## src/rtl/sio_pkg.sv

```systemverilog
// sio_pkg: shared types and widths for the sio_host arbiter slice.
package sio_pkg;

    typedef enum logic [1:0] {
        IDLE,
        ISSUE,
        WAIT
    } sio_state_e;

    localparam int SIO_CMD_W  = 80;
    localparam int SIO_RD_BIT = 79;
    localparam int SIO_DATA_W = 32;

    // Down-counter width covering both the write gap and the read latency.
    function automatic int sio_cnt_w(input int gap, input int lat);
        int m;
        m = (gap > lat) ? gap : lat;
        return (m > 1) ? $clog2(m) : 1;
    endfunction

endpackage

```

## src/rtl/sio_rr_pick.sv

```systemverilog
// sio_rr_pick: combinational round-robin picker starting after last.
// SIO_ARB_PRIORITY_EN: requester 0 wins whenever it requests.
module sio_rr_pick #(
    parameter int NREQ  = 4,
    parameter int IDX_W = 2
) (
    input  logic [NREQ-1:0]  req,
    input  logic [IDX_W-1:0] last,
    output logic [NREQ-1:0]  gnt,
    output logic [IDX_W-1:0] idx,
    output logic             any
);

    logic [IDX_W-1:0] p;

    // Walk backwards so the nearest requester after last is written last and wins.
    always_comb begin
        any = |req;
        idx = '0;
        p   = '0;
        for (int k = NREQ; k >= 1; k--) begin
            p = IDX_W'((int'(last) + k) % NREQ);
            if (req[p]) idx = p;
        end
`ifdef SIO_ARB_PRIORITY_EN
        if (req[0]) idx = '0;
`endif
        gnt = any ? (NREQ'(1) << idx) : '0;
    end

endmodule

```

## src/rtl/sio_host_arb.sv

```systemverilog
// sio_host_arb: shares one sio_host command port among NREQ requesters, returns read data.
// SIO_ARB_PRIORITY_EN: requester 0 takes strict priority over the round-robin.
module sio_host_arb
    import sio_pkg::*;
#(
    parameter int NREQ       = 4,
    parameter int GAP        = 8,
    parameter int RD_LATENCY = 12
) (
    input  logic                        c,
    input  logic                        rst_n,
    input  logic [NREQ-1:0]             req_valid,
    input  logic [NREQ*SIO_CMD_W-1:0]   req_wdata,
    output logic [NREQ-1:0]             req_ready,
    output logic                        rvalid,
    output logic [$clog2(NREQ)-1:0]     rid,
    output logic [SIO_DATA_W-1:0]       rdata,
    output logic                        host_wvalid,
    output logic [SIO_CMD_W-1:0]        host_wdata,
    input  logic [SIO_DATA_W-1:0]       host_rdata
);

    localparam int IDX_W = $clog2(NREQ);
    localparam int CNT_W = sio_cnt_w(GAP, RD_LATENCY);

    sio_state_e              state_q, state_d;
    logic [IDX_W-1:0]        last_q, last_d;
    logic [CNT_W-1:0]        cnt_q, cnt_d;
    logic                    host_wvalid_q, host_wvalid_d;
    logic [SIO_CMD_W-1:0]    host_wdata_q, host_wdata_d;
    logic                    rvalid_q, rvalid_d;
    logic [IDX_W-1:0]        rid_q, rid_d;
    logic [SIO_DATA_W-1:0]   rdata_q, rdata_d;

    logic [NREQ-1:0]         pick_gnt;
    logic [IDX_W-1:0]        pick_idx;
    logic                    pick_any;
    logic                    accept;
    logic [SIO_CMD_W-1:0]    req_cmd [NREQ];

    for (genvar i = 0; i < NREQ; i++) begin : g_cmd
        assign req_cmd[i] = req_wdata[i*SIO_CMD_W +: SIO_CMD_W];
    end

    sio_rr_pick #(
        .NREQ  (NREQ),
        .IDX_W (IDX_W)
    ) u_pick (
        .req  (req_valid),
        .last (last_q),
        .gnt  (pick_gnt),
        .idx  (pick_idx),
        .any  (pick_any)
    );

    // Ready is suppressed while reset is asserted so no requester drops its command.
    assign accept    = rst_n && (state_q == IDLE) && pick_any;
    assign req_ready = accept ? pick_gnt : '0;

    assign host_wvalid = host_wvalid_q;
    assign host_wdata  = host_wdata_q;
    assign rvalid      = rvalid_q;
    assign rid         = rid_q;
    assign rdata       = rdata_q;

    always_comb begin
        state_d       = state_q;
        last_d        = last_q;
        cnt_d         = cnt_q;
        host_wvalid_d = 1'b0;
        host_wdata_d  = host_wdata_q;
        rvalid_d      = 1'b0;
        rid_d         = rid_q;
        rdata_d       = rdata_q;
        case (state_q)
            IDLE: begin
                if (accept) begin
                    state_d       = ISSUE;
                    last_d        = pick_idx;
                    host_wvalid_d = 1'b1;
                    host_wdata_d  = req_cmd[pick_idx];
                end
            end
            ISSUE: begin
                cnt_d   = host_wdata_q[SIO_RD_BIT] ? CNT_W'(RD_LATENCY - 1) : CNT_W'(GAP - 1);
                state_d = WAIT;
            end
            WAIT: begin
                if (cnt_q == '0) begin
                    state_d = IDLE;
                    if (host_wdata_q[SIO_RD_BIT]) begin
                        rvalid_d = 1'b1;
                        rid_d    = last_q;
                        rdata_d  = host_rdata;
                    end
                end else begin
                    cnt_d = cnt_q - 1'b1;
                end
            end
            default: state_d = IDLE;
        endcase
    end

    always_ff @(posedge c) begin
        if (!rst_n) begin
            state_q       <= IDLE;
            last_q        <= IDX_W'(NREQ - 1);
            cnt_q         <= '0;
            host_wvalid_q <= 1'b0;
            host_wdata_q  <= '0;
            rvalid_q      <= 1'b0;
            rid_q         <= '0;
            rdata_q       <= '0;
        end else begin
            state_q       <= state_d;
            last_q        <= last_d;
            cnt_q         <= cnt_d;
            host_wvalid_q <= host_wvalid_d;
            host_wdata_q  <= host_wdata_d;
            rvalid_q      <= rvalid_d;
            rid_q         <= rid_d;
            rdata_q       <= rdata_d;
        end
    end

endmodule

```

## config.mk

```make
export PLATFORM = sky130hd
export DESIGN_NAME = sio_host_arb
export DESIGN_NICKNAME = d
export VERILOG_FILES = /design/src/rtl/sio_pkg.sv /design/src/rtl/sio_rr_pick.sv /design/src/rtl/sio_host_arb.sv
export SDC_FILE = /design/constraint.sdc
export NUM_CORES = 1
export LEC_CHECK = 0
export BUFFER_PORTS_ARGS = -buffer_cell sky130_fd_sc_hd__buf_2
export CORE_AREA = 10 10 179 181
export CTS_CLUSTER_DIAMETER = 40
export DETAILED_ROUTE_END_ITERATION = 12
export DIE_AREA = 0 0 189 191
export SLEW_MARGIN = 20
export SYNTH_ARGS = -nofsm -noshare
export SYNTH_HDL_FRONTEND = slang
export SYNTH_SLANG_ARGS = --single-unit
```

## constraint.sdc

```tcl
create_clock -name c -period 4.8 [get_ports c]
set_clock_uncertainty 0.05 [all_clocks]
set_input_delay 0.48 -clock c [delete_from_list [all_inputs] [get_ports c]]
set_output_delay 0.48 -clock c [all_outputs]
set_load 0.005 [all_outputs]
```

---- Word level (Yosys, flattened, before mapping) ----
Cells that the tools add are included.
storage, ports and cells
  register bits ........................... 124
  output and inout bits ................... 120
cells by class
  equality and inequality tests ........... 5
  magnitude comparators ................... 5
  multiplexer cells ....................... 25
  bitwise logic cells ..................... 1
  shift-type cells ........................ 1
  reductions and logical operators ........ 12
  add/sub/neg operators ................... 5
operators with widths
  kind                                                                  number
  80-bit binary-select mux with 2-bit select                            1
  80-bit 2-to-1 mux                                                     2
  4-bit 2-to-1 mux                                                      4
  2-bit by 3-bit < comparator with 1-bit output, second input constant  4
  2-bit 2-to-1 mux                                                      6
  1-bit binary-select mux with 2-bit select                             4
  4-bit one-hot mux with 2 select lines                                 1
  2-bit AND reduction                                                   4
  1-bit 2-to-1 mux                                                      6
  2-bit inequality test, second input constant                          3
  2-bit one-hot mux with 3 select lines                                 1
  3-bit AND reduction                                                   2
  2-bit by 1-bit adder with 2-bit output, second input constant         2
  2-bit adder, second input constant                                    2
  4-bit logical NOT                                                     1
  4-bit OR reduction                                                    1
  1-bit by 2-bit << shifter with 4-bit output, first input constant     1
  4-bit by 1-bit subtractor with 4-bit output, second input constant    1
  3-bit >= comparator, second input constant                            1
  2-bit inverter with 3-bit output                                      1
  2-bit by 1-bit == test with 1-bit output, second input constant       1
  2-bit == test, second input constant                                  1
  1-bit logical AND                                                     2
  2-bit logical NOT                                                     1
  2-bit nonzero test                                                    1

---- Longest topological paths before layout ----
  word-level depth ........................ 11
  mapped depth ............................ 9
  depth with buffers taken out ............ 7

---- Hierarchy ----
Synthesis repeated with hierarchy kept, for this count alone.
second synthesis, totals
  cells, all modules ...................... 687
  area total of the unflattened synthesis .. 6636.4 µm²
by module, submodules not included
  module        cells each  seq. area each (µm²)  instances  area an instance (µm²)
  sio_host_arb  653         2482.4                1          6392.4
  sio_rr_pick   34          0.0                   1          244.0

---- Worst setup path after synthesis ----
OpenSTA, ideal clock, no wires.
  kind .................................... input-to-reg
  start point ............................. input port req_valid[3]
  end point ............................... register host_wdata_q[10], in the netlist host_wdata[10]
  data required time ...................... 4628 ps
  library setup time ...................... 122 ps
  stages on the path ...................... 8
  setup slack ............................. 2495 ps
  arrival time ............................ 2134 ps
  cell sequence ........................... and2b_1 o21a_1 buf_2 nor3_2 buf_2 buf_4 mux2_1 a221o_1
between the ends
  cells in the longest elaborated chain, start to end .. 10
  elaborated cells between the ends (all ways) .. 19
  those cells by class .................... mux: 15; bitwise: 1; reduce/logical: 3
RTL lines
  element                                                 RTL line             source
  from (decl)                                             sio_host_arb.sv:12   input logic [NREQ-1:0] req_valid,
  1-bit binary-select mux with 2-bit select               sio_rr_pick.sv:23    if (req[p]) idx = p;
  1-bit 2-to-1 mux (implied by the code)                  sio_rr_pick.sv:23
  2-bit 2-to-1 mux (4 in series)                          sio_rr_pick.sv:23
  2-bit inverter with 3-bit output (implied by the code)  sio_host_arb.sv:81   host_wdata_d = req_cmd[pick_idx];
  80-bit binary-select mux with 2-bit select              sio_host_arb.sv:81
  80-bit 2-to-1 mux (implied by the code) (2 in series)   sio_host_arb.sv:81
  to (signal assigned)                                    sio_host_arb.sv:119  host_wdata_q <= host_wdata_d;
  to (decl)                                               sio_host_arb.sv:30   logic [SIO_CMD_W-1:0] host_wdata_q, host_wdata_d;
Several ways; a longest one is shown, not always the timed one. The select of a mux whose other input is x is not followed.
A chain may end at the register's enable or synchronous reset.

---- Worst setup path after layout ----
  start point ............................. register last_q[0]
  end point ............................... output port req_ready[1]
between the ends
  cells in the longest elaborated chain, start to end .. 10
  elaborated cells between the ends (all ways) .. 19
  those cells by class .................... add/sub: 4; shift: 1; mux: 14
RTL lines
  element                                          RTL line             source
  from (decl)                                      sio_host_arb.sv:27   logic [IDX_W-1:0] last_q, last_d;
  from (signal assigned)                           sio_host_arb.sv:107  last_q <= IDX_W'(NREQ - 1);
  from (signal assigned)                           sio_host_arb.sv:116  last_q <= last_d;
  2-bit by 1-bit adder with 2-bit output           sio_rr_pick.sv:22    p = IDX_W'((int'(last) + k) % NREQ);
  1-bit binary-select mux with 2-bit select        sio_rr_pick.sv:23
  1-bit 2-to-1 mux (implied by the code)           sio_rr_pick.sv:23
  2-bit 2-to-1 mux (3 in series)                   sio_rr_pick.sv:23
  2-bit 2-to-1 mux (*)                             sio_rr_pick.sv:23
  1-bit by 2-bit << shifter with 4-bit output (*)  sio_rr_pick.sv:28    gnt = any ? (NREQ'(1) << idx) : '0;
  4-bit 2-to-1 mux (*)                             sio_rr_pick.sv:28
  4-bit 2-to-1 mux (*)                             sio_host_arb.sv:58   assign req_ready = accept ? pick_gnt : '0;
  to (decl)                                        sio_host_arb.sv:14   output logic [NREQ-1:0] req_ready,
Every way passes the cells marked *; elsewhere a longest branch is shown, timed or not. The select of a mux whose other input is x is not followed.

==> flow_summary.yaml <==
run_status:
  status: "finished, final reports clean"
finish:
  drive_above_1_share: 0.443
  post-route-util: 0.361
  fillerInstances: 3015
  fin_nets: 1560
  multiInputGateArea_sq_mm: 0.00418
  final_area_sq_mm: 0.0103
  regArea_sq_mm: 0.00248
  areaGrowthSynthToFinish_pct: 46.5
yosys:
  ys_seq_elements: 124
  yosysWarnings: 0
  synth_ff_type: "dfxtp_1"
  syn_inst: 788
  syn_area_sq_mm: 0.00702
  synth_top_area_share: 0.354
  synth_async_sr_flop_share: 0
  synth.most_common_cell: "dfxtp_1"
  synth_edf_count: 0
  yosys-top-cells-count: "dfxtp_1 (124), a21oi_1 (81)"
  synth.largest_area_cell: "dfxtp_1"
  synth_cell_types: 42
  yosysSeqAreaShare: 0.354
  synth_area_leaders: "dfxtp_1 (35%), mux2_1 (13%), a221o_1 (11%)"
  syn_area_per_cell_sq_um: 8.90
  syn-num-nets: 1147
route:
  first_pass_iters: 5
  initialDrtViolationCount: 514
  routedWlPerCell_microns: 22.7
  vias: 8401
  ant_nets: 0
  wl_microns: 36300
  via_per_inst: 5.25
  drc: 0
global_route:
  grt_overflow: 0
  grt_max_degree: 82
  grt_usage: 0.191
  grt_pass1_vias: 8935
  grt_pass1_wl_microns: 53800
  antenna_found_initial: 2
power_and_ir_drop:
  max-vdd-ir-drop_mv: 0.206
  power_density_mw_per_mm2: 370
  leakagePower_nw: 4.81
worst_setup_path:
  worstPathArrival_ns: 2.62
  end_kind: "primary output"
  worstPathCellList: "and2b_1 > o21a_4 > nor3_4 > buf_4 > nor2_1 > buf_2"
  cp_top_family: "buffers and inverters"
  crit_fanout: 48
  crit_buf_inv: 2
  startpoint_type: "flop"
  crit_slowest_cell: "buf_4"
  rr_worst_depth: 6
  worstPathRequired_ns: 4.27
  cpPeakStageDelay_ns: 0.58
  timing_worst_setup_path_type: "flop to primary output"
  worst-path-stages: 6
sta:
  fmax_mhz: 317
  rsz0062_at_grt: "false"
  finalMaxSlewViolations: 0
  worst_pin_slew_ns: 1.10
  setup_viol: 0
  relSlewSlack: 0.266
  min_period_ns: 3.15
  timing.final.crit_share: 0.657
  finalHoldViolCount: 0
  tns_ns: 0
die:
  die-height_microns: 191
  die_w_microns: 189
  placementRows: 62
  initial_core_util: 0.246
  die-area_sq_mm: 0.0361
  coreArea_sq_mm: 0.0285
  io_pins: 478
min_path:
  hold_class: "primary input to flop"
  holdPathStages: 3
clock_network:
  cts.path.max_buffers: 2
  ctsResizeCount: 0
  clk_pin_slew_ns: 0.06
  cts_setup_buffers: 0
  cts_tree: "built"
  cts_hold_buf: 0
  cts.sinks: 124
  root_buffer: "clkbuf_16"
  clk-insertion-delay-late_ns: 0.42
  cts_buffers: 17
  htreeDepth: 4
place:
  place_congestion: 0.800
  place_area_sq_mm: 0.00966
  dp_hpwl_microns: 25900
  port_buffers: 477
run:
  drv_cap: 0
==> worst min-delay path, cell delays in order <==
cell and delay [ns]:
buf_2 0.09, nand2_1 0.05, a21boi_1 0.05
==> state kept, by name, summed over array words and instances (netlist names) <==
register     count
last_q           2
rid              2
state_q          2
cnt_q            4
rdata           32
host_wdata      80
host_wvalid      1
rvalid           1
==> report_power, final <==
group / switching, W / internal (W) / total [W]
clock: 0.000554 / 0.000828 / 0.00138
sequential: 0.000104 / 0.00118 / 0.00129
combinational: 0.000623 / 0.000517 / 0.00114
==> final timing paths <==
| check | from | end | slack [ns] |
|---|---|---|---|
| max | last_q[0] | req_ready[1] | 1.65 |
| min | host_rdata[21] | rdata[21] | 0.25 |
| max reg2reg | last_q[0] | host_wdata[76] | 1.99 |
| min reg2reg | rdata[5] | rdata[5] | 0.40 |
==> logic make-up (layout without fill, tap and decap cells) <==
group | Yosys count | count (layout) | share of synthesized area
flops | 124 | 124 | 0.354
xor+xnor | 1 | 1 | 0.00125
buf+inv | 101 | 527 | 0.0630
other cells | 0 | 1 | 0
simple gates | 188 | 188 | 0.140
fa+ha+maj | 1 | 1 | 0.00178
compound gates | 292 | 292 | 0.311
mux | 81 | 81 | 0.130
==> placed cells by master, fill, tap and decap left out, types with 2 or more instances in the layout <==
| cell type | count |
|---|---|
| nand2b_1 | 5 |
| o21a_1 | 2 |
| inv_1 | 3 |
| o21ai_4 | 3 |
| and2_1 | 2 |
| mux2_1 | 79 |
| clkinv_4 | 5 |
| nand2_1 | 75 |
| a21oi_1 | 81 |
| inv_8 | 2 |
| o311a_1 | 2 |
| a221o_1 | 79 |
| o21a_4 | 2 |
| nor2_1 | 11 |
| a21boi_0 | 5 |
| buf_4 | 14 |
| nand4_1 | 79 |
| o31ai_1 | 79 |
| buf_2 | 477 |
| clkbuf_16 | 17 |
| o21ai_0 | 3 |
| clkinvlp_4 | 2 |
| mux2i_1 | 2 |
| clkinv_2 | 2 |
| nor2b_1 | 4 |
| bufinv_16 | 3 |
| and2_4 | 2 |
| a21boi_1 | 30 |
| dfxtp_1 | 124 |
==> through the flow <==
stage          total power [W]  setup slack, ns  hold WS, ns  cells
6_report               0.00381             1.65        0.248   1599
5_1_grt                0.00401             1.47        0.229   1598
4_1_cts                0.00385             1.57        0.218   1598
3_3_place_gp           0.00243             1.84        0.388   1566
3_5_place_dp           0.00245             1.76        0.394   1566
2_1_floorplan          0.00193             2.49        0.398    788
==> layer usage <==
| layer | up-vias | track usage | wire length [microns] |
|---|---|---|---|
| met2 | 455 | 0.334 | 18100 |
| met3 | 37 | 0.0641 | 3450 |
| li1 | 3924 | - | - |
| met4 | 4 | 0.0617 | 663 |
| met5 | - | 0 | 17 |
| met1 | 3981 | 0.213 | 14100 |
==> final cells by class <==
type / count / share of cell area
antenna: 1 / 0.000243
clock buffer: 17 / 0.0414
clock inverter: 15 / 0.0185
inverter: 3 / 0.00110
multi-input combinational: 563 / 0.406
sequential: 124 / 0.241
tap: 384 / 0.0467
timing repair buffer: 492 / 0.244
No activity file was read; power rests on OpenSTA's default activity.
